$ cat src/rtl/match_monitor.sv
// match_monitor
//   Registered NCH-channel equality monitor. Each accepted sample (in_valid=1,
//   clear=0) updates the result one cycle later, along with an out_valid pulse.
//   A small FSM tracks runs of equal samples. After STABLE_LEN consecutive equal
//   samples it reports stable agreement. Saturating statistics are kept for
//   board display.
//
//   Optional build macro: MATCH_MONITOR_DIFF_EN adds the diff_mask and
//   first_diff outputs.
//
//   Ports
//     clk             system clock, rising edge
//     rst_n           asynchronous active-low reset
//     clear           synchronous clear of FSM, counters and sticky flag
//     in_valid        in_data holds a sample this cycle
//     in_data         packed channels, channel i at [i*WIDTH +: WIDTH]
//     out_valid       one-cycle pulse after an accepted sample
//     equal           all channels equal in the last accepted sample
//     stable          FSM is in S_LOCK
//     lock_lost       one-cycle pulse on S_LOCK -> S_SEEK
//     streak          consecutive equal samples, saturating
//     mismatch_cnt    unequal samples since reset/clear, saturating
//     sticky_mismatch set by any unequal sample
//     diff_mask       (DIFF_EN) bit i = channel i differs from channel 0
//     first_diff      (DIFF_EN) lowest differing channel index, 0 if none
//
//   state   | meaning
//   S_IDLE  | after reset/clear, no sample seen yet
//   S_SEEK  | last sample unequal, waiting for an equal one
//   S_COUNT | counting equal samples toward STABLE_LEN
//   S_LOCK  | at least STABLE_LEN consecutive equal samples
module match_monitor #(
    parameter int WIDTH      = 7,
    parameter int NCH        = 3,
    parameter int STABLE_LEN = 4,
    parameter int CNT_W      = 8
) (
    input  logic                 clk,
    input  logic                 rst_n,
    input  logic                 clear,
    input  logic                 in_valid,
    input  logic [NCH*WIDTH-1:0] in_data,
    output logic                 out_valid,
    output logic                 equal,
    output logic                 stable,
    output logic                 lock_lost,
    output logic [CNT_W-1:0]     streak,
    output logic [CNT_W-1:0]     mismatch_cnt,
    output logic                 sticky_mismatch
`ifdef MATCH_MONITOR_DIFF_EN
    ,
    output logic [NCH-1:0]           diff_mask,
    output logic [$clog2(NCH)-1:0]   first_diff
`endif
);

    typedef enum logic [1:0] {
        S_IDLE  = 2'd0,
        S_SEEK  = 2'd1,
        S_COUNT = 2'd2,
        S_LOCK  = 2'd3
    } state_t;

    state_t state;
    state_t state_nxt;

    logic             eq;
    logic             accept;
    logic             reach;
    logic [CNT_W:0]   streak_inc;
    logic [CNT_W-1:0] streak_sat;
    logic [CNT_W-1:0] mismatch_sat;

    assign accept = in_valid && !clear;

    always_comb begin
        eq = 1'b1;
        for (int i = 1; i < NCH; i++) begin
            if (in_data[i*WIDTH +: WIDTH] != in_data[WIDTH-1:0]) begin
                eq = 1'b0;
            end
        end
    end

    // The threshold compare uses one extra bit so that a saturated streak
    // cannot wrap and appear to fall back below STABLE_LEN.
    assign streak_inc   = {1'b0, streak} + {{CNT_W{1'b0}}, 1'b1};
    assign reach        = (streak_inc >= (CNT_W+1)'(STABLE_LEN));
    assign streak_sat   = (&streak) ? streak : streak + 1'b1;
    assign mismatch_sat = (&mismatch_cnt) ? mismatch_cnt : mismatch_cnt + 1'b1;

    always_comb begin
        state_nxt = S_IDLE;
        case (state)
            S_IDLE, S_SEEK: begin
                if (eq) state_nxt = (STABLE_LEN == 1) ? S_LOCK : S_COUNT;
                else    state_nxt = S_SEEK;
            end
            S_COUNT: begin
                if (eq) state_nxt = reach ? S_LOCK : S_COUNT;
                else    state_nxt = S_SEEK;
            end
            S_LOCK: begin
                state_nxt = eq ? S_LOCK : S_SEEK;
            end
            default: state_nxt = S_IDLE;
        endcase
    end

    always_ff @(posedge clk or negedge rst_n) begin
        if (!rst_n) begin
            state           <= S_IDLE;
            out_valid       <= 1'b0;
            equal           <= 1'b0;
            stable          <= 1'b0;
            lock_lost       <= 1'b0;
            streak          <= '0;
            mismatch_cnt    <= '0;
            sticky_mismatch <= 1'b0;
        end else if (clear) begin
            state           <= S_IDLE;
            out_valid       <= 1'b0;
            equal           <= 1'b0;
            stable          <= 1'b0;
            lock_lost       <= 1'b0;
            streak          <= '0;
            mismatch_cnt    <= '0;
            sticky_mismatch <= 1'b0;
        end else if (accept) begin
            state     <= state_nxt;
            out_valid <= 1'b1;
            equal     <= eq;
            stable    <= (state_nxt == S_LOCK);
            lock_lost <= (state == S_LOCK) && !eq;
            if (eq) begin
                streak <= streak_sat;
            end else begin
                streak          <= '0;
                mismatch_cnt    <= mismatch_sat;
                sticky_mismatch <= 1'b1;
            end
        end else begin
            out_valid <= 1'b0;
            lock_lost <= 1'b0;
        end
    end

`ifdef MATCH_MONITOR_DIFF_EN
    logic [NCH-1:0]         diff_mask_c;
    logic [$clog2(NCH)-1:0] first_diff_c;

    always_comb begin
        diff_mask_c  = '0;
        first_diff_c = '0;
        for (int i = 1; i < NCH; i++) begin
            diff_mask_c[i] = (in_data[i*WIDTH +: WIDTH] != in_data[WIDTH-1:0]);
        end
        // Scan downward so the lowest differing index wins.
        for (int i = NCH - 1; i >= 1; i--) begin
            if (diff_mask_c[i]) first_diff_c = ($clog2(NCH))'(i);
        end
    end

    always_ff @(posedge clk or negedge rst_n) begin
        if (!rst_n) begin
            diff_mask  <= '0;
            first_diff <= '0;
        end else if (clear) begin
            diff_mask  <= '0;
            first_diff <= '0;
        end else if (accept) begin
            diff_mask  <= diff_mask_c;
            first_diff <= first_diff_c;
        end
    end
`endif

endmodule

$ cat config.mk
export PLATFORM = sky130hd
export DESIGN_NAME = match_monitor
export DESIGN_NICKNAME = d
export VERILOG_FILES = /design/src/rtl/match_monitor.sv
export SDC_FILE = /design/constraint.sdc
export NUM_CORES = 1
export LEC_CHECK = 0
export ABC_CLOCK_PERIOD_IN_PS = 1950
export BUFFER_PORTS_ARGS = -buffer_cell sky130_fd_sc_hd__buf_2
export CORE_MARGIN = 5
export CORE_UTILIZATION = 47
export CTS_BUF_LIST = sky130_fd_sc_hd__clkbuf_2 sky130_fd_sc_hd__clkbuf_4 sky130_fd_sc_hd__clkbuf_8
export DETAILED_ROUTE_END_ITERATION = 10
export GPL_ROUTABILITY_DRIVEN = 0
export GPL_TIMING_DRIVEN = 1
export PLACE_DENSITY = 0.82
export SYNTH_ARGS = -nofsm -noshare
export SYNTH_HDL_FRONTEND = slang
export SYNTH_SLANG_ARGS = --single-unit
export TNS_END_PERCENT = 1
$ cat constraint.sdc
create_clock -name clk -period 1.95 [get_ports clk]
set_input_delay 0.2925 -clock clk [delete_from_list [all_inputs] [get_ports clk]]
set_output_delay 0.2925 -clock clk [all_outputs]
set_load 0.03 [all_outputs]
==> metrics.txt <==
number of enable flip-flop cells after synthesis 0; largest net degree at the start of global routing 23; Sum Neg Setup Slack 0 ns; Hold Crit Class input pin to register; final slew viol count 0; final clock skew 0.0125 ns; Setup CP Type register to register; final instance area 0.00169 mm2; Reg2Reg Setup Slack between 0.09 and 0.1 ns; Chip Width approximately 64 um; chip height ~64 um; Buffers on Ports 45; area leader, netlist dfrtp_1; sw power 0.000212 W; vias per inst 5.97; HPWL after detailed placement 2550 um; total core area 0.00276 mm2; antenna-violating nets left 0; CP Data Arrival Time roughly 2.1 ns; clock-pin slew on the worst setup and hold paths around 0.13 ns; DRT Pass-1 Iters 4; CP max FO 6; placed cell areas 0.00161 mm2; fill cell count about 240; grt ovf 0; slew of the pin with the lowest slew margin between 0.4 and 0.5 ns; Hold Vio Cnt, Final 0; Layout area overhead 24.6%; most used flip-flop cell after synthesis dfrtp_1; CP required 2.19 ns; Max-cap violations 0; CP Capture Type register; Max transition margin 0.673; fmax 539 MHz; initial antenna violation count 0; ys async rst share 1.00; Setup crit start kind register; vias in the first global route 1346; drt wl/cell 14.3 um; Clk pwr share 0.382; RSZ-0062 raised after global routing no; worst path bufs/invs 0; Yosys reg bits 22; sequential area share after synthesis 0.406; P_leak 0.781 nW; DR iter-0 viols 49; Mean Syn Cell Area 8.86 um2; routed via count 1384; diode count 0; crit path time final between 1.5 and 2 ns; All-Layer GR Usage 0.167; Crit-path slowest cell dfrtp_2; Synth Cell Area 0.00136 mm2; DRC errors left 0; cells taking the most area after synthesis dfrtp_1 (41%), nand3_1 (6.3%), or3_1 (4.2%), a21oi_1 (4.1%), o21ai_0 (3.7%); H-tree depth 1; Pwr Density roughly 550 mW/mm2; endpoints failing setup 0; crit share post-route 0.951; Synth top area share 0.406; Peak VDD IR around 0.40 mV; num rows 19; initial core utilization 0.491; Die ar. just over 0.004 mm2; CP Cell Sequence ha_2 > and4_1 > and4_2 > or4_1 > a31oi_1; delay-heaviest family, CP simple AND/OR/NAND/NOR gates; first-pass GRT wire length around 5700 um; Mapped Nets 180; Mapped Cells 153; Worst-Skew Late Latency just over 0.3 ns; YS warnings 0; Ports 46; Clock Sinks 22; Gate power share 0.112; root buf cell clkbuf_4; Pint between 0.0007 and 0.0008 W; CP max stage delay approximately 0.46 ns; CTS tree built; Hold Slack 0.361 ns; Seq pwr share 0.506; Num CTS Buffers 3; sw frac 0.230; Routed WL 3330 um; commonest cells in the synthesized netlist dfrtp_1 (22), nand3_1 (17), a21oi_1 (11); run status finished clean; layout cell share with drive strength beyond 1 0.338; Post-CTS Repair Setup Buffers 0; most frequent cell after synthesis dfrtp_1; fin nets 229; library cells used by synthesis 42; CTS Buffer Depth 2
## path summary, 6_finish.rpt
check,start,to,depth (start not counted)
setup / recovery,streak[1],streak[0],5
hold / removal,clear,equal,2
setup reg to reg,streak[1],streak[0],5
hold reg to reg,sticky_mismatch,sticky_mismatch,1
max in group asynchronous,rst_n,streak[0],2
min in group asynchronous,rst_n,streak[2],2
## worst register-to-register path: cells and delay by family, from the launching register on
family          cells  cell delay [ns]
flops               1             0.46
simple gates        3             0.92
compound gates      1             0.19
fa+ha+maj           1             0.21
## repair_timing
| item | CTS | global route |
|---|---|---|
| hold buffers | 1 | 0 |
| hold endpoints to repair | 22 | 0 |
| gates resized for setup | 0 | 3 |
| setup endpoints to repair | 0 | 3 |
## per-layer routing
layer | vias up | part of all wire | track usage
met5 | - | 0 | 0
met4 | 0 | 0.020 | 0.0675
li1 | 674 | - | -
met1 | 642 | 0.41 | 0.194
met3 | 8 | 0.088 | 0.0355
met2 | 60 | 0.49 | 0.293
## layout by cell type, fill, tap and decap left out, drive strengths merged, types with 3 or more instances in the layout
master	count
dfrtp	22
nand4	3
nor3b	3
xnor2	3
nand3	18
a21oi	11
o21ai	10
nor3	7
or3	10
clkbuf	3
o21a	3
nor2	10
a31oi	3
and3	4
buf	53
nand2	10
## flip-flops by register name, indices dropped and copies added, names as in the netlist
register	count
mismatch_cnt	8
streak	8
equal	1
lock_lost	1
out_valid	1
stable	1
state	1
sticky_mismatch	1
## metrics by stage
stage | std cells | utilization | setup WS, ns | power, W
floorplan | 153 | - | 0.0173 | 0.000527
global placement | 227 | 0.584 | -0.0959 | 0.000574
detailed placement | 227 | 0.584 | -0.149 | 0.000579
CTS | 232 | 0.607 | 0.0446 | 0.000930
global route | 232 | 0.612 | 0.0309 | 0.000963
finish | 232 | 0.612 | 0.0963 | 0.000923
## final cells by class
type,count,area [um2],area share
multi-input combinational,119,741,0.439
inverter,2,7.51,0.00445
timing repair buffer,54,295,0.175
clock inverter,1,30.0,0.0178
clock buffer,3,22.5,0.0133
tap,31,38.8,0.0230
sequential,22,553,0.328
## power groups by stage
stage	registers (W)	clock network (W)	logic, W
final	0.000468	0.000352	0.000103
after global routing	0.000469	0.000380	0.000115
after CTS	0.000468	0.000359	0.000104
after detailed placement	0.000476	0	0.000102
after global placement	0.000476	0	0.0000978
after floorplan	0.000487	0	0.0000398
## cells by family after synthesis
family,count (synthesis),share of synthesized area
xor gates and xnor gates,3,0.0194
muxes,3,0.0240
buffers and inverters,12,0.0600
and+or+nand+nor,73,0.294
DFF,22,0.406
adders and majority gates,2,0.0185
AOI/OAI and AO/OA,38,0.178
(Power assumes the default switching activity.)
